--- src/rtl/uart_tx_bridge_pkg.sv ---
// Shared types and helpers for the UART transmit bridge.
// The optional even-parity frame bit is enabled by defining UART_TX_PARITY_EN.
package uart_pkg;

    localparam int DATA_BITS = 8;

    typedef enum logic [2:0] {
        IDLE   = 3'd0,
        START  = 3'd1,
        DATA   = 3'd2,
        PARITY = 3'd3,
        STOP   = 3'd4
    } tx_state_t;

    // Clocks per UART bit time (integer division, truncating).
    function automatic int clks_per_bit(input int clk_hz, input int baud);
        return clk_hz / baud;
    endfunction

    // Even parity over one data byte: XOR of all data bits.
    function automatic logic even_parity(input logic [DATA_BITS-1:0] d);
        return ^d;
    endfunction

endpackage

--- src/rtl/uart_tx_bridge_if.sv ---
// Byte write handshake between the processor serial port and the bridge.
interface uart_tx_bridge_if;
    import uart_pkg::*;

    logic [DATA_BITS-1:0] data_in;
    logic                 wren_in;
    logic                 ready_out;

    modport master (output data_in, output wren_in, input ready_out);
    modport slave  (input data_in, input wren_in, output ready_out);

endinterface

--- src/rtl/uart_tx_bridge_sync_fifo.sv ---
// Small synchronous FIFO: registered storage and occupancy, combinational head.
// DEPTH must be a power of two so the pointers wrap naturally.
module sync_fifo #(
    parameter int WIDTH = 8,
    parameter int DEPTH = 16
) (
    input  logic                     clock,
    input  logic                     reset,
    input  logic                     push,
    input  logic                     pop,
    input  logic [WIDTH-1:0]         din,
    output logic [WIDTH-1:0]         head,
    output logic                     full,
    output logic                     empty,
    output logic [$clog2(DEPTH):0]   count
);
    localparam int AW = $clog2(DEPTH);
    localparam logic [AW:0] DEPTH_V = (AW+1)'(DEPTH);

    logic [WIDTH-1:0] mem_r [DEPTH];
    logic [AW-1:0]    wr_ptr_r;
    logic [AW-1:0]    rd_ptr_r;
    logic [AW:0]      count_r;
    logic             push_ok_s;
    logic             pop_ok_s;

    assign full      = (count_r == DEPTH_V);
    assign empty     = (count_r == {(AW+1){1'b0}});
    assign count     = count_r;
    assign head      = mem_r[rd_ptr_r];
    assign push_ok_s = push && !full;
    assign pop_ok_s  = pop && !empty;

    // Storage write; contents need no reset since occupancy guards every read.
    always_ff @(posedge clock) begin
        if (push_ok_s) begin
            mem_r[wr_ptr_r] <= din;
        end
    end

    // Pointer and occupancy bookkeeping; simultaneous push/pop keeps count.
    always_ff @(posedge clock) begin
        if (!reset) begin
            wr_ptr_r <= {AW{1'b0}};
            rd_ptr_r <= {AW{1'b0}};
            count_r  <= {(AW+1){1'b0}};
        end else begin
            if (push_ok_s) begin
                wr_ptr_r <= wr_ptr_r + AW'(1);
            end
            if (pop_ok_s) begin
                rd_ptr_r <= rd_ptr_r + AW'(1);
            end
            case ({push_ok_s, pop_ok_s})
                2'b10:   count_r <= count_r + (AW+1)'(1);
                2'b01:   count_r <= count_r - (AW+1)'(1);
                default: count_r <= count_r;
            endcase
        end
    end

endmodule

--- src/rtl/uart_tx_bridge.sv ---
// UART transmit bridge: buffers processor bytes and sends them as 8N1 frames
// (8E1 when UART_TX_PARITY_EN is defined). ready_out gives back-pressure.
module uart_tx_bridge
    import uart_pkg::*;
#(
    parameter int CLK_HZ     = 50000000,
    parameter int BAUD       = 115200,
    parameter int FIFO_DEPTH = 16
) (
    input  logic                          clock,
    input  logic                          reset,
    uart_tx_bridge_if.slave               bus,
    output logic                          tx_out,
    output logic                          busy_out,
    output logic [$clog2(FIFO_DEPTH):0]   count_out,
    output logic                          overflow_out
);
    localparam int CPB   = clks_per_bit(CLK_HZ, BAUD);
    localparam int CNT_W = (CPB > 2) ? $clog2(CPB) : 1;
    localparam logic [CNT_W-1:0] CNT_LAST = CNT_W'(CPB - 1);
    localparam logic [2:0]       IDX_LAST = 3'(DATA_BITS - 1);

    tx_state_t            state_r, state_s;
    logic [CNT_W-1:0]     bit_cnt_r, bit_cnt_s;
    logic [2:0]           bit_idx_r, bit_idx_s;
    logic [DATA_BITS-1:0] shift_r, shift_s;
    logic                 tx_r, tx_s;
    logic                 busy_r;
    logic                 overflow_r;
    logic                 push_s, pop_s, full_s, empty_s;
    logic [DATA_BITS-1:0] head_s;
`ifdef UART_TX_PARITY_EN
    logic                 parity_r, parity_s;
`endif

    assign push_s        = bus.wren_in && !full_s;
    assign bus.ready_out = !full_s;
    assign tx_out        = tx_r;
    assign busy_out      = busy_r;
    assign overflow_out  = overflow_r;

    sync_fifo #(.WIDTH(DATA_BITS), .DEPTH(FIFO_DEPTH)) u_fifo (
        .clock (clock),
        .reset (reset),
        .push  (push_s),
        .pop   (pop_s),
        .din   (bus.data_in),
        .head  (head_s),
        .full  (full_s),
        .empty (empty_s),
        .count (count_out)
    );

    // Next-state, baud counting and next line level; tx is computed for the
    // state being entered so the registered line changes on the same edge.
    always_comb begin
        state_s   = state_r;
        bit_cnt_s = bit_cnt_r;
        bit_idx_s = bit_idx_r;
        shift_s   = shift_r;
        tx_s      = tx_r;
        pop_s     = 1'b0;
`ifdef UART_TX_PARITY_EN
        parity_s  = parity_r;
`endif
        case (state_r)
            IDLE: begin
                if (!empty_s) begin
                    pop_s     = 1'b1;
                    shift_s   = head_s;
`ifdef UART_TX_PARITY_EN
                    parity_s  = even_parity(head_s);
`endif
                    bit_cnt_s = {CNT_W{1'b0}};
                    state_s   = START;
                    tx_s      = 1'b0;
                end else begin
                    tx_s      = 1'b1;
                end
            end
            START: begin
                if (bit_cnt_r == CNT_LAST) begin
                    bit_cnt_s = {CNT_W{1'b0}};
                    bit_idx_s = 3'd0;
                    state_s   = DATA;
                    tx_s      = shift_r[0];
                end else begin
                    bit_cnt_s = bit_cnt_r + CNT_W'(1);
                end
            end
            DATA: begin
                if (bit_cnt_r == CNT_LAST) begin
                    bit_cnt_s = {CNT_W{1'b0}};
                    if (bit_idx_r == IDX_LAST) begin
`ifdef UART_TX_PARITY_EN
                        state_s = PARITY;
                        tx_s    = parity_r;
`else
                        state_s = STOP;
                        tx_s    = 1'b1;
`endif
                    end else begin
                        bit_idx_s = bit_idx_r + 3'd1;
                        shift_s   = shift_r >> 1;
                        tx_s      = shift_r[1];
                    end
                end else begin
                    bit_cnt_s = bit_cnt_r + CNT_W'(1);
                end
            end
`ifdef UART_TX_PARITY_EN
            PARITY: begin
                if (bit_cnt_r == CNT_LAST) begin
                    bit_cnt_s = {CNT_W{1'b0}};
                    state_s   = STOP;
                    tx_s      = 1'b1;
                end else begin
                    bit_cnt_s = bit_cnt_r + CNT_W'(1);
                end
            end
`endif
            STOP: begin
                if (bit_cnt_r == CNT_LAST) begin
                    bit_cnt_s = {CNT_W{1'b0}};
                    state_s   = IDLE;
                    tx_s      = 1'b1;
                end else begin
                    bit_cnt_s = bit_cnt_r + CNT_W'(1);
                end
            end
            default: begin
                state_s   = IDLE;
                bit_cnt_s = {CNT_W{1'b0}};
                tx_s      = 1'b1;
            end
        endcase
    end

    // FSM, datapath and output registers; reset aborts any frame in flight.
    always_ff @(posedge clock) begin
        if (!reset) begin
            state_r    <= IDLE;
            bit_cnt_r  <= {CNT_W{1'b0}};
            bit_idx_r  <= 3'd0;
            shift_r    <= {DATA_BITS{1'b0}};
            tx_r       <= 1'b1;
            busy_r     <= 1'b0;
            overflow_r <= 1'b0;
`ifdef UART_TX_PARITY_EN
            parity_r   <= 1'b0;
`endif
        end else begin
            state_r    <= state_s;
            bit_cnt_r  <= bit_cnt_s;
            bit_idx_r  <= bit_idx_s;
            shift_r    <= shift_s;
            tx_r       <= tx_s;
            busy_r     <= (state_s != IDLE);
            overflow_r <= overflow_r | (bus.wren_in & full_s);
`ifdef UART_TX_PARITY_EN
            parity_r   <= parity_s;
`endif
        end
    end

endmodule
--- src/flat_wrapper.sv ---
// flat-port wrapper written by rule: the top's interface ports become plain ports
module uart_tx_bridge_flat import uart_pkg::*;
#(
    parameter int CLK_HZ     = 50000000,
    parameter int BAUD       = 115200,
    parameter int FIFO_DEPTH = 16
)
  (clock, reset, tx_out, busy_out, count_out, overflow_out, bus_data_in, bus_wren_in, bus_ready_out);
  uart_tx_bridge_if bus_i ();
  input  logic clock;
  input  logic reset;
  output logic tx_out;
  output logic busy_out;
  output logic [$clog2(FIFO_DEPTH):0] count_out;
  output logic overflow_out;
  input wire logic [$bits(bus_i.data_in)-1:0] bus_data_in;
  input wire logic [$bits(bus_i.wren_in)-1:0] bus_wren_in;
  output wire logic [$bits(bus_i.ready_out)-1:0] bus_ready_out;
  assign bus_i.data_in = bus_data_in;
  assign bus_i.wren_in = bus_wren_in;
  assign bus_ready_out = bus_i.ready_out;
  uart_tx_bridge #(.CLK_HZ(CLK_HZ), .BAUD(BAUD), .FIFO_DEPTH(FIFO_DEPTH)) u_core (.clock(clock), .reset(reset), .bus(bus_i), .tx_out(tx_out), .busy_out(busy_out), .count_out(count_out), .overflow_out(overflow_out));
endmodule
--- config.mk ---
export PLATFORM = sky130hd
export DESIGN_NAME = uart_tx_bridge_flat
export DESIGN_NICKNAME = d
export VERILOG_FILES = /design/src/rtl/uart_tx_bridge_pkg.sv /design/src/rtl/uart_tx_bridge_if.sv /design/src/rtl/uart_tx_bridge_sync_fifo.sv /design/src/rtl/uart_tx_bridge.sv /design/src/flat_wrapper.sv
export SDC_FILE = /design/constraint.sdc
export NUM_CORES = 1
export LEC_CHECK = 0
export ABC_CLOCK_PERIOD_IN_PS = 6480
export CAP_MARGIN = 10
export CORE_MARGIN = 5
export CORE_UTILIZATION = 55
export DETAILED_ROUTE_END_ITERATION = 10
export PLACE_DENSITY = 0.78
export SETUP_SLACK_MARGIN = 0.02
export SYNTH_ARGS = -nofsm -noshare
export SYNTH_HDL_FRONTEND = slang
export SYNTH_SLANG_ARGS = --single-unit
--- constraint.sdc ---
create_clock -name clock -period 6.48 [get_ports clock]
set_clock_uncertainty 0.2 [all_clocks]
set_input_delay 1.296 -clock clock [delete_from_list [all_inputs] [get_ports clock]]
set_output_delay 1.296 -clock clock [all_outputs]
set_load 0.005 [all_outputs]
# Word-level counts from Yosys, hierarchy flattened
# Memories as Yosys holds them, arrays and structs flattened. A register that Yosys moved wholly into a read port is not among the register bits.
# Cells that the tools add are included.
# W data, S select, Z words.
op_classes:
  n_bitwise: 2
  n_reduce_logical: 15
  addsub: 6
  eq_ne: 13
  n_mux: 30
ops:
  columns: ["op", "n"]
  rows:
  - ["$mux W3", 8]
  - ["$mux W8", 3]
  - ["$mux W9", 2]
  - ["$pmux W9 S2", 1]
  - ["$pmux W8 S2", 1]
  - ["$pmux W3 S4", 1]
  - ["$pmux W5 S2", 1]
  - ["$add A9 B1 Y9 const B", 1]
  - ["$eq A9 B9 Y1 const B", 1]
  - ["$mux W1", 9]
  - ["$add A4 B1 Y4 const B", 2]
  - ["$mux W4", 2]
  - ["$reduce_and A4 Y1", 2]
  - ["$eq A3 B3 Y1 const B", 2]
  - ["$ne A2 B1 Y1 const B", 3]
  - ["$pmux W3 S2", 1]
  - ["$reduce_bool A2 Y1", 3]
  - ["$add A5 B1 Y5 const B", 1]
  - ["$eq A5 B5 Y1 const B", 1]
  - ["$logic_not A5 Y1", 1]
  - ["$sub A5 B1 Y5 const B", 1]
  - ["$ne A2 B2 Y1 const B", 2]
  - ["$pmux W1 S4", 1]
  - ["$add A3 B1 Y3 const B", 1]
  - ["12 further kinds", 15]
totals:
  output_inout_bits: 9
  ff_bits: 39
  memories: 1
  wordCells: 77
  ram_bits: 128
memory_table:
  columns: ["name", "depth", "width", "rd", "rd_ports_with_merged_regs", "write_ports", "line_no", "text"]
  rows:
  - ["u_core.u_fifo.mem_r", 16, 8, 1, 1, 1, "uart_tx_bridge_sync_fifo.sv:20", "logic [WIDTH-1:0] mem_r [DEPTH];"]

# Depth between registers and ports, before layout
# Gate-level depths: netlist of run 1.
depth:
  depth_word: 6
  ltp_mapped: 12
  mapped_depth_nobuf: 10

# By module
# From an unflattened synthesis of run 1, not the netlist that was laid out.
unflattened:
  cells_unflattened: 482
  area_unflattened_um2: 7332.0
modules_own_cells:
  columns: ["module", "seq_area_each_um2", "n_inst", "cells_each", "area_per_inst_um2"]
  rows:
  - ["sync_fifo", 4184.0, 1, 331, 5931.9]
  - ["uart_tx_bridge", 520.5, 1, 151, 1400.1]

# Worst setup path before layout of run 1
# No wires, ideal clock.
synth_path:
  path_kind: "input port to flip-flop"
  start: "in bus_wren_in"
  end: "reg u_core.u_fifo.count_r[4] (netlist: u_core.u_fifo.count[4])"
  setup_slack_ps: 2968
  arrival_time_ps: 3233
  required_time_ps: 6201
  stages: 10
  n_path_buf: 1
  cell_sequence: "a21boi_1 > inv_1 > ha_1 > clkbuf_1 > xor2_1 > ha_1 > inv_1 > o32ai_1 > or3_1 > o211ai_1"
synth_between:
  elab_chain_cells: 4
synth_rtl:
  columns: ["element", "line_no", "text"]
  rows:
  - ["start, declared", "flat_wrapper.sv:17", "input wire logic [$bits(bus_i.wren_in)-1:0] bus_wren_in;"]
  - ["$logic_and A1 B1 Y1 (*)", "uart_tx_bridge.sv:36", "assign push_s = bus.wren_in && !full_s;"]
  - ["$logic_and A1 B1 Y1 (*)", "uart_tx_bridge_sync_fifo.sv:31", "assign push_ok_s = push && !full;"]
  - ["$eq A2 B1 Y1 / $eq A2 B2 Y1 (equally long branches)", "uart_tx_bridge_sync_fifo.sv:54", "case ({push_ok_s, pop_ok_s})"]
  - ["$pmux W5 S2 / $reduce_bool A2 Y1 (equally long branches)", null, null]
  - ["end signal, assigned", "uart_tx_bridge_sync_fifo.sv:55", "2'b10: count_r <= count_r + (AW+1)'(1);"]
  - ["end signal, assigned", "uart_tx_bridge_sync_fifo.sv:56", "2'b01: count_r <= count_r - (AW+1)'(1);"]
  - ["end signal, assigned", "uart_tx_bridge_sync_fifo.sv:57", "default: count_r <= count_r;"]
  - ["end, declared", "uart_tx_bridge_sync_fifo.sv:23", "logic [AW:0] count_r;"]
# Mark *: on every way between the ends. The rest lies on a longest branch, timed or not.
# A chain may end at the register's enable or synchronous reset.

# Worst setup path in the final report of run 1
layout_path:
  start: "reg u_core.state_r[0]"
  end: "reg u_core.u_fifo.count_r[4] (netlist: u_core.u_fifo.count[4])"
layout_between:
  elab_chain_cells: 5
layout_rtl:
  columns: ["element", "line_no", "text"]
  rows:
  - ["start, declared", "uart_tx_bridge.sv:23", "tx_state_t state_r, state_s;"]
  - ["start signal, assigned", "uart_tx_bridge.sv:153", "state_r <= state_s;"]
  - ["$logic_not A3 Y1 (*)", "uart_tx_bridge.sv:66", "case (state_r)"]
  - ["$mux W1 (*)", "uart_tx_bridge.sv:66", null]
  - ["$logic_and A1 B1 Y1 (*)", "uart_tx_bridge_sync_fifo.sv:32", "assign pop_ok_s = pop && !empty;"]
  - ["$eq A2 B1 Y1 / $eq A2 B2 Y1 (equally long branches)", "uart_tx_bridge_sync_fifo.sv:54", null]
  - ["$pmux W5 S2 / $reduce_bool A2 Y1 (equally long branches)", null, null]
# Marked as above.

==> results of run 1 <==
cell usage after synthesis, types with 4 or more instances:
| library cell | count | area, µm² |
|---|---|---|
| a211oi_1 | 7 | 52.6 |
| a21oi_1 | 10 | 50.1 |
| a22oi_1 | 20 | 150 |
| a311oi_1 | 7 | 61.3 |
| a31oi_1 | 4 | 25.0 |
| and3_1 | 4 | 25.0 |
| buf_1 | 4 | 15.0 |
| buf_2 | 12 | 60.1 |
| clkbuf_1 | 15 | 56.3 |
| dfxtp_1 | 43 | 861 |
| edfxtp_1 | 128 | 3840 |
| ha_1 | 12 | 150 |
| inv_1 | 12 | 45.0 |
| mux2_2 | 6 | 67.6 |
| mux2i_1 | 27 | 270 |
| mux4_2 | 20 | 450 |
| nand2_1 | 20 | 75.1 |
| nand3_1 | 13 | 65.1 |
| nor2_1 | 38 | 143 |
| nor2b_1 | 5 | 31.3 |
| nor3_1 | 15 | 75.1 |
| o211ai_1 | 6 | 45.0 |
| o21ai_0 | 8 | 40.0 |
| o31ai_1 | 6 | 45.0 |
| or3_1 | 4 | 25.0 |
| or4_1 | 4 | 30.0 |
| xor2_1 | 9 | 78.8 |
through the flow:
stage / hold slack [ns] / setup slack, ns
final: 0.290 / 2.42
after global routing: 0.303 / 2.10
after CTS: 0.290 / 2.48
after detailed placement: 0.275 / 2.09
after global placement: 0.251 / 2.19
after floorplan: 0.247 / 2.97
final cells by class:
type | count | area [µm²] | area share
flip-flops and latches | 171 | 4710 | 0.570
multi-input cells | 305 | 2490 | 0.301
clock buffers | 20 | 437 | 0.0529
repair buffers | 23 | 220 | 0.0267
well taps | 176 | 220 | 0.0267
clock inverters | 12 | 140 | 0.0170
inverters | 12 | 45.0 | 0.00546
worst max-delay path: stages (launching register included):
cell and delay, ns:
dfxtp_1 0.56, nor3_1 0.47, a21boi_1 0.95, ha_1 0.60
xor2_1 0.19, ha_1 0.25, inv_1 0.08, o32ai_1 0.34
o311ai_0 0.21, o211ai_1 0.12
worst max path at each step:
stage	start	end	slack, ns	depth (start not counted)
floorplan	bus_wren_in	u_core.u_fifo.count[4]	2.97	10
global placement	bus_wren_in	u_core.u_fifo.count[4]	2.19	10
detailed placement	bus_wren_in	u_core.u_fifo.count[4]	2.09	10
CTS	u_core.state_r[0]	u_core.u_fifo.count[4]	2.48	9
global route	u_core.state_r[0]	u_core.u_fifo.count[4]	2.10	9
finish	u_core.state_r[0]	u_core.u_fifo.count[4]	2.42	9
flip-flops by register name, summed over array words and instances, names as in the netlist, named ones only:
name,cells
u_core.state_r,3
u_core.u_fifo.rd_ptr_r,4
u_core.overflow_out,1
u_core.u_fifo.mem_r,128
u_core.tx_out,1
u_core.u_fifo.count,5
u_core.bit_idx_r,3
u_core.bit_cnt_r,9
u_core.u_fifo.wr_ptr_r,4
u_core.busy_out,1
u_core.shift_r,8
routing by layer:
metal | up-vias | part of all wire | track usage
li1 | 2069 | - | -
met1 | 2238 | 0.44 | 0.261
met2 | 127 | 0.50 | 0.320
met3 | 18 | 0.042 | 0.0428
met4 | 0 | 0.017 | 0.0713
met5 | - | 0 | 0
cell families after synthesis:
kind of cell | Yosys count | share of synthesized area
AOI/OAI and AO/OA | 91 | 0.0918
xor gates and xnor gates | 12 | 0.0142
adders and majority gates | 12 | 0.0202
buffers and inverters | 48 | 0.0299
DFF | 171 | 0.634
muxes | 53 | 0.106
and+or+nand+nor | 137 | 0.103
power by group through the flow:
stage | Sequential [mW] | Combinational, mW | Clock, mW
floorplan | 1.32 | 0.642 | 0
global placement | 1.35 | 0.768 | 0
detailed placement | 1.36 | 0.795 | 0
CTS | 1.34 | 0.803 | 1.01
global route | 1.35 | 0.876 | 1.06
finish | 1.34 | 0.804 | 1.00
==> results by group, run 1 <==
Detailed routing
  • DRC viols: 0
  • DRT iter0 DRCs: 464
  • WL final: 15.0 mm
  • Via count: 4452
  • Antenna Violating Nets Remaining: 0
  • DRT Pass-1 Iters: 5
  • Routed len/inst: 20.9 µm
  • Via-per-instance ratio: 6.19

Floorplanning
  • Num rows: 42
  • Die Footprint: 15900 µm²
  • Placeable Area: 13200 µm²
  • Count of boundary I/O pins: 20
  • Die Ht: 126 µm
  • Die W: 126 µm
  • Starting density of the core: 0.560

Power
  • Sw Ratio: 0.305
  • Leakage power total: 2.62 nW
  • NetSw: 960 µW
  • Seq pwr share: 0.426
  • Power Density: 381 nW/µm²
  • Clk pwr share: 0.319
  • Internal power: 2.19 mW
  • Gate power share: 0.255
  • Design Power: 3.15 mW
  • Peak supply drop: 0.242 mV

Critical path
  • Critical path endpoint category: register
  • Crit path kind: register to register
  • Crit path DAT: 4.20 ns
  • Worst Reg-to-Reg Cells: 9
  • Peak fanout along the critical path: 19
  • CP startpoint kind: register
  • RR Startpoint: u_core.state_r[0]
  • Reg2Reg Capture Point: u_core.u_fifo.count[4]
  • Data required time of the worst path: 6.63 ns
  • Reg2Reg Setup Slack: 2.42 ns

Timing
  • Worst slew pin tran: 1.16 ns
  • Slew HR: 0.224
  • Accumulated negative setup slack: 0 ns
  • Final period util: 0.626
  • Final hold vios: 0
  • RSZ-0062 raised after global routing: no
  • Min Tclk post-route: 4.06 ns
  • Max Slew Vio Count: 0
  • Maximum clock frequency: 247 MHz
  • Setup violations, final: 0

Place
  • Placer Congestion: 0.835
  • Number of cells after detailed placement: 687
  • Hpwl dp: 9.48 mm
  • Port Buffers: 19
  • Cell Area, Placed: 7680 µm²

Global routing
  • Wire length of the first global-routing pass: 24.2 mm
  • GRT overflow: 0
  • Number of global-route vias before repair: 4488
  • Tot GR Track Use: 0.196
  • Largest net degree at the start of global routing: 45
  • Initial antenna violation count: 0

CTS
  • Clock sinks: 171
  • Clock tree buffer depth: 2
  • Post-CTS setup buffer count: 0
  • CTS tree: done
  • CTS Root Cell: clkbuf_16
  • # hold bufs at CTS: 0
  • CTS resizes: 0
  • Worst-path clk slew: 0.07 ns
  • Htree depth: 4
  • Clk_lat worst skew: 0.43 ns
  • Total CTS buffers: 17

Layout
  • Fin cells: 719
  • ANT cells: 0
  • Nets: 553
  • Design Area, Final: 8260 µm²
  • Most common cell after layout, fill and taps aside: edfxtp_1
  • Final Core Density: 0.623
  • Most frequent cells in the layout: edfxtp_1, dfxtp_1, nor2_1
  • Synthesis-to-finish area growth: 11.4%
  • Share of post-route cells with drive strength above 1: 0.129
  • Fill cells: 1013

Synth
  • Number of distinct library cells after synthesis: 64
  • Post-Syn Nets: 547
  • Ys async rst share: 0
  • Cells after Synth: 524
  • Syn. warnings: 0
  • Post-synth EDFFs: 128
  • Post-synthesis sequential area ratio: 0.634
  • Seq cells post-synth: 171
  • Syn_area_per_cell: 14.2 µm²
  • Synthesized area: 7410 µm²
  • Top_reg_cell synth: edfxtp_1

Hold path
  • Hold crit path type: register to register
  • Hold wc startpoint: u_core.overflow_out
  • Worst Hold Path EP: u_core.overflow_out
  • Hold path cells: 2

Run status
  • Status: finished clean

Run
  • Max-Cap Viols: 0
Power figures use the tool's default switching activity.
==> run 2, diff against run 1 <==
ABC_CLOCK_PERIOD_IN_PS = 3800   (was 6480)
clock period = 3.8 ns   (was 6.48 ns; I/O delays follow)
==> results by group, run 2 (synthesized netlist as in run 1, its figures left out) <==
Run status
  • Status: finished clean

CTS
  • CTS resizes: 0 (unchanged)
  • CTS tree: done
  • Clock sinks: 171 (unchanged)
  • # hold bufs at CTS: 0 (unchanged)
  • CTS Root Cell: clkbuf_16
  • Total CTS buffers: 17 (unchanged)
  • Clk_lat worst skew: 0.42 ns (about the same)
  • Htree depth: 4 (unchanged)
  • Worst-path clk slew: 0.06 ns (about the same)
  • Clock tree buffer depth: 2 (unchanged)
  • Post-CTS setup buffer count: 0 (unchanged)

Place
  • Port Buffers: 19 (unchanged)
  • Placer Congestion: 0.852 (+2.0%)
  • Cell Area, Placed: 7820 µm² (+1.8%)
  • Hpwl dp: 9.49 mm (+0.11%)

Hold path
  • Worst Hold Path EP: u_core.overflow_out
  • Hold path cells: 2 (unchanged)
  • Hold crit path type: register to register
  • Hold wc startpoint: u_core.overflow_out

Critical path
  • Critical path endpoint category: register
  • Worst Reg-to-Reg Cells: 8 (-1)
  • Reg2Reg Capture Point: u_core.u_fifo.count[4]
  • CP startpoint kind: register
  • Crit path DAT: 3.27 ns (-0.93 ns)
  • Crit path kind: register to register
  • RR Startpoint: u_core.state_r[2]
  • Data required time of the worst path: 3.94 ns (-2.69 ns)
  • Peak fanout along the critical path: 14 (-5)
  • Reg2Reg Setup Slack: 0.66 ns (-1.76 ns)

Floorplanning
  • Starting density of the core: 0.560 (unchanged)
  • Count of boundary I/O pins: 20 (unchanged)
  • Die W: 126 µm (unchanged)
  • Die Ht: 126 µm (unchanged)
  • Placeable Area: 13200 µm² (unchanged)
  • Die Footprint: 15900 µm² (unchanged)
  • Num rows: 42 (unchanged)

Power
  • Seq pwr share: 0.423 (-0.003)
  • Internal power: 3.82 mW (+75%)
  • NetSw: 1.62 mW (+69%)
  • Leakage power total: 2.74 nW (+4.3%)
  • Sw Ratio: 0.298 (-0.00727)
  • Clk pwr share: 0.320 (about the same)
  • Peak supply drop: 0.442 mV (+83%)
  • Power Density: 647 nW/µm² (+70%)
  • Gate power share: 0.256 (about the same)

Layout
  • Design Area, Final: 8410 µm² (+1.8%)
  • ANT cells: 0 (unchanged)
  • Max FFs per register: 128 (unchanged)
  • Share of post-route cells with drive strength above 1: 0.155 (+0.0264)
  • Most flops, register: u_core.u_fifo.mem_r
  • Most frequent cells in the layout: edfxtp_1, dfxtp_1, nor2_1
  • Largest regs: u_core.u_fifo.mem_r (128), u_core.bit_cnt_r (9), u_core.shift_r (8)
  • Most common cell after layout, fill and taps aside: edfxtp_1
  • Nets: 571 (+3.3%)
  • Synthesis-to-finish area growth: 13.4%

Timing
  • Accumulated negative setup slack: 0 ns (unchanged)
  • RSZ-0062 raised after global routing: no
  • Final hold vios: 0 (unchanged)
  • Max Slew Vio Count: 0 (unchanged)
  • Worst Hold Slack: 0.273 ns (-0.0171 ns)
  • Maximum clock frequency: 319 MHz (+29%)
  • Min Tclk post-route: 3.14 ns (-0.919 ns)
  • Worst slew pin tran: 1.02 ns (-0.140 ns)
  • Setup violations, final: 0 (unchanged)
  • Slew HR: 0.323 (+0.0992)
  • Final period util: 0.825 (+0.200)

Detailed routing
  • DRC viols: 0 (unchanged)
  • Antenna Violating Nets Remaining: 0 (unchanged)
  • Routed len/inst: 20.0 µm (-4.1%)
  • Via-per-instance ratio: 6.17 (-0.36%)
  • DRT iter0 DRCs: 459 (-1.1%)
  • DRT Pass-1 Iters: 5 (unchanged)
  • Via count: 4541 (+2.0%)
  • WL final: 14.7 mm (-1.8%)

Global routing
  • GRT overflow: 0 (unchanged)
  • Largest net degree at the start of global routing: 36 (-20%)
  • Tot GR Track Use: 0.192 (-0.00381)
  • Number of global-route vias before repair: 4415 (-1.6%)
  • Wire length of the first global-routing pass: 23.6 mm (-2.3%)
  • Initial antenna violation count: 0 (unchanged)

Run
  • Max-Cap Viols: 0 (unchanged)
==> run 2: cell types whose count changed in the layout (fill, tap and decap cells not counted) <==
cell / before / now
clkinvlp_4: 3 / 0
clkinv_1: 1 / 3
bufinv_16: 2 / 3
clkinv_2: 1 / 0
clkinv_4: 1 / 3
inv_8: 2 / 1
buf_4: 4 / 22
clkbuf_1: 3 / 1
inv_6: 2 / 3
==> run 2: layer usage <==
layer / GRT usage / routed length [µm] / up-vias
met2: 0.317 / 7400 / 177
li1: - / - / 2103
met4: 0.0669 / 265 / 0
met3: 0.0402 / 914 / 21
met5: 0 / 0 / -
met1: 0.256 / 6170 / 2240
==> run 2: per-stage QoR <==
step / setup slack, ns / std cells / utilization / total power [mW]
after detailed placement: 0.270 / 705 / 0.590 / 3.73
after global routing: 0.420 / 736 / 0.635 / 5.69
after global placement: 0.432 / 705 / 0.590 / 3.66
after CTS: 0.673 / 736 / 0.635 / 5.47
final: 0.664 / 736 / 0.635 / 5.44
after floorplan: 0.737 / 524 / - / 3.34
==> run 2: area by class of cell <==
class / instances / area, µm²
Fill cell: 974 / 4830
Sequential cell: 171 / 4710
Multi-Input combinational cell: 305 / 2490
Clock buffer: 18 / 429
Timing Repair Buffer: 41 / 355
Tap cell: 176 / 220
Clock inverter: 13 / 165
Inverter: 12 / 45.0
==> run 2: worst max path at each step <==
stage	cells past startpoint	slack, ns	start	endpoint
floorplan	12	0.74	u_core.state_r[1]	u_core.u_fifo.count[4]
global placement	10	0.43	bus_wren_in	u_core.u_fifo.count[4]
detailed placement	9	0.27	bus_wren_in	u_core.u_fifo.count[4]
CTS	8	0.67	u_core.state_r[2]	u_core.u_fifo.count[4]
global route	8	0.42	u_core.state_r[2]	u_core.u_fifo.count[4]
finish	8	0.66	u_core.state_r[2]	u_core.u_fifo.count[4]
==> run 2: worst max-delay path, stage by stage, from the launching register on <==
cell and delay, ns:
dfxtp_1 0.44, nor3_1 0.48, a21boi_1 0.28, ha_1 0.46, ha_1 0.38, nand2_1 0.12
o32ai_1 0.10, or3_1 0.40, o211ai_1 0.19
==> run 2: power by group through the flow <==
stage / Sequential, mW / Clock, mW / Combinational [mW]
after floorplan: 2.24 / 0 / 1.09
final: 2.30 / 1.74 / 1.40
after global routing: 2.32 / 1.86 / 1.51
after detailed placement: 2.34 / 0 / 1.38
after CTS: 2.30 / 1.77 / 1.39
after global placement: 2.34 / 0 / 1.32
==> run 3, diff against run 2 <==
ABC_CLOCK_PERIOD_IN_PS = 3000   (was 3800)
clock period = 3 ns   (was 3.8 ns; I/O delays follow)
==> results by group, run 3 (synthesized netlist as in run 1, its figures left out) <==
Run
  • Max-Cap Viols: 0 (unchanged)

Run status
  • Status: finished clean

Layout
  • Most flops, register: u_core.u_fifo.mem_r
  • Largest regs: u_core.u_fifo.mem_r (128), u_core.bit_cnt_r (9), u_core.shift_r (8)
  • Max FFs per register: 128 (unchanged)
  • Most common cell after layout, fill and taps aside: edfxtp_1
  • ANT cells: 0 (unchanged)
  • Share of post-route cells with drive strength above 1: 0.169 (+0.0134)
  • Synthesis-to-finish area growth: 13.7%
  • Nets: 579 (+1.4%)
  • Most frequent cells in the layout: edfxtp_1, dfxtp_1, nor2_1
  • Design Area, Final: 8430 µm² (+0.28%)

Power
  • Sw Ratio: 0.298 (+0.000413)
  • Leakage power total: 2.75 nW (+0.50%)
  • Seq pwr share: 0.427 (+0.004)
  • Internal power: 4.72 mW (+24%)
  • Power Density: 798 nW/µm² (+23%)
  • Clk pwr share: 0.297 (-0.023)
  • Gate power share: 0.276 (+0.020)
  • Peak supply drop: 0.520 mV (+18%)
  • NetSw: 2.01 mW (+24%)
  • Design Power: 6.73 mW (+24%)

Timing
  • Slew HR: 0.407 (+0.0839)
  • Final hold vios: 0 (unchanged)
  • Final period util: 0.911
  • Max Slew Vio Count: 0 (unchanged)
  • Accumulated negative setup slack: 0 ns (unchanged)
  • RSZ-0062 raised after global routing: no
  • Setup violations, final: 0 (unchanged)
  • Min Tclk post-route: 2.73 ns
  • Maximum clock frequency: 366 MHz
  • Worst slew pin tran: 0.887 ns (-0.129 ns)

Hold path
  • Hold path cells: 2 (unchanged)
  • Hold wc startpoint: u_core.overflow_out
  • Hold crit path type: register to register
  • Worst Hold Path EP: u_core.overflow_out

Global routing
  • Tot GR Track Use: 0.194 (+0.00165)
  • Number of global-route vias before repair: 4625 (+4.8%)
  • Wire length of the first global-routing pass: 24.0 mm (+1.6%)
  • GRT overflow: 0 (unchanged)
  • Largest net degree at the start of global routing: 31 (-14%)
  • Initial antenna violation count: 0 (unchanged)

Detailed routing
  • Via-per-instance ratio: 6.19 (+0.27%)
  • DRT iter0 DRCs: 599 (+31%)
  • DRT Pass-1 Iters: 7 (+2)
  • DRC viols: 0 (unchanged)
  • WL final: 14.9 mm (+0.87%)
  • Antenna Violating Nets Remaining: 0 (unchanged)
  • Routed len/inst: 20.0 µm (-0.34%)
  • Via count: 4609 (+1.5%)

Critical path
  • CP startpoint kind: input port
  • Crit path kind: input port to register
  • RR Startpoint: u_core.u_fifo.count[0]
  • Worst Reg-to-Reg Cells: 8 (unchanged)
  • Data required time of the worst path: 3.08 ns (-0.86 ns)
  • Crit path DAT: 2.81 ns (-0.46 ns)
  • Peak fanout along the critical path: 6 (-8)
  • Reg2Reg Capture Point: u_core.u_fifo.count[4]
  • Critical path endpoint category: register
  • Reg2Reg Setup Slack: 0.32 ns (-0.34 ns)

CTS
  • Htree depth: 4 (unchanged)
  • Clock sinks: 171 (unchanged)
  • Worst-path clk slew: 0.06 ns (about the same)
  • Post-CTS setup buffer count: 0 (unchanged)
  • Clock tree buffer depth: 2 (unchanged)
  • CTS resizes: 0 (unchanged)
  • Total CTS buffers: 17 (unchanged)
  • Clk_lat worst skew: 0.42 ns (about the same)
  • CTS tree: done
  • # hold bufs at CTS: 0 (unchanged)
  • CTS Root Cell: clkbuf_16

Place
  • Cell Area, Placed: 7890 µm² (+0.93%)
  • Port Buffers: 19 (unchanged)
  • Hpwl dp: 9.72 mm (+2.4%)
  • Placer Congestion: 0.876 (+2.9%)

Floorplanning
  • Count of boundary I/O pins: 20 (unchanged)
  • Die W: 126 µm (unchanged)
  • Starting density of the core: 0.560 (unchanged)
  • Die Ht: 126 µm (unchanged)
  • Num rows: 42 (unchanged)
  • Placeable Area: 13200 µm² (unchanged)
  • Die Footprint: 15900 µm² (unchanged)
[run 3: power groups by stage]
stage / logic, mW / clock network, mW / registers [mW]
3_3_place_gp: 1.76 / 0 / 2.91
2_1_floorplan: 1.39 / 0 / 2.84
6_report: 1.86 / 2.00 / 2.87
5_1_grt: 2.03 / 2.12 / 2.90
3_5_place_dp: 1.83 / 0 / 2.92
4_1_cts: 1.84 / 2.02 / 2.87
[run 3: worst max-delay path by stage]
stage	endpoint	cells after the start	startpoint	slack, ns
6_report	u_core.u_fifo.count[4]	9	bus_wren_in	0.27
5_1_grt	u_core.u_fifo.count[4]	10	u_core.u_fifo.count[0]	0.1
4_1_cts	u_core.u_fifo.count[4]	9	u_core.u_fifo.count[0]	0.22
3_5_place_dp	u_core.u_fifo.count[4]	10	bus_wren_in	-0.13
3_3_place_gp	u_core.u_fifo.count[4]	10	bus_wren_in	0.04
2_1_floorplan	u_core.u_fifo.count[4]	12	u_core.state_r[1]	0.05
[run 3: per-stage QoR]
stage	worst slack (ns)	hold WS [ns]	std cells	utilization
finish	0.267	0.279	745	0.637
global route	0.0995	0.305	745	0.637
CTS	0.221	0.282	745	0.636
detailed placement	-0.128	0.266	713	0.596
global placement	0.0398	0.254	713	0.596
floorplan	0.0496	0.247	524	-
[run 3: critical path, stage by stage]
cell             delay, ns
clkdlybuf4s50_1       0.48
a21boi_1              0.22
inv_1                 0.07
ha_1                  0.28
ha_1                  0.38
nand2_1               0.10
nor4b_1               0.41
or3_1                 0.17
o211ai_1              0.09
[run 3: area by class of cell]
type,instances,area [µm²]
Tap cell,176,220
Inverter,12,45.0
Multi-Input combinational cell,305,2500
Clock buffer,19,433
Clock inverter,13,103
Sequential cell,171,4710
Fill cell,963,4810
Timing Repair Buffer,49,428
[run 3: layer usage]
metal	part of all wire	GRT usage
met5	0	0
met4	0.025	0.0801
met3	0.060	0.0385
met2	0.50	0.325
met1	0.42	0.249
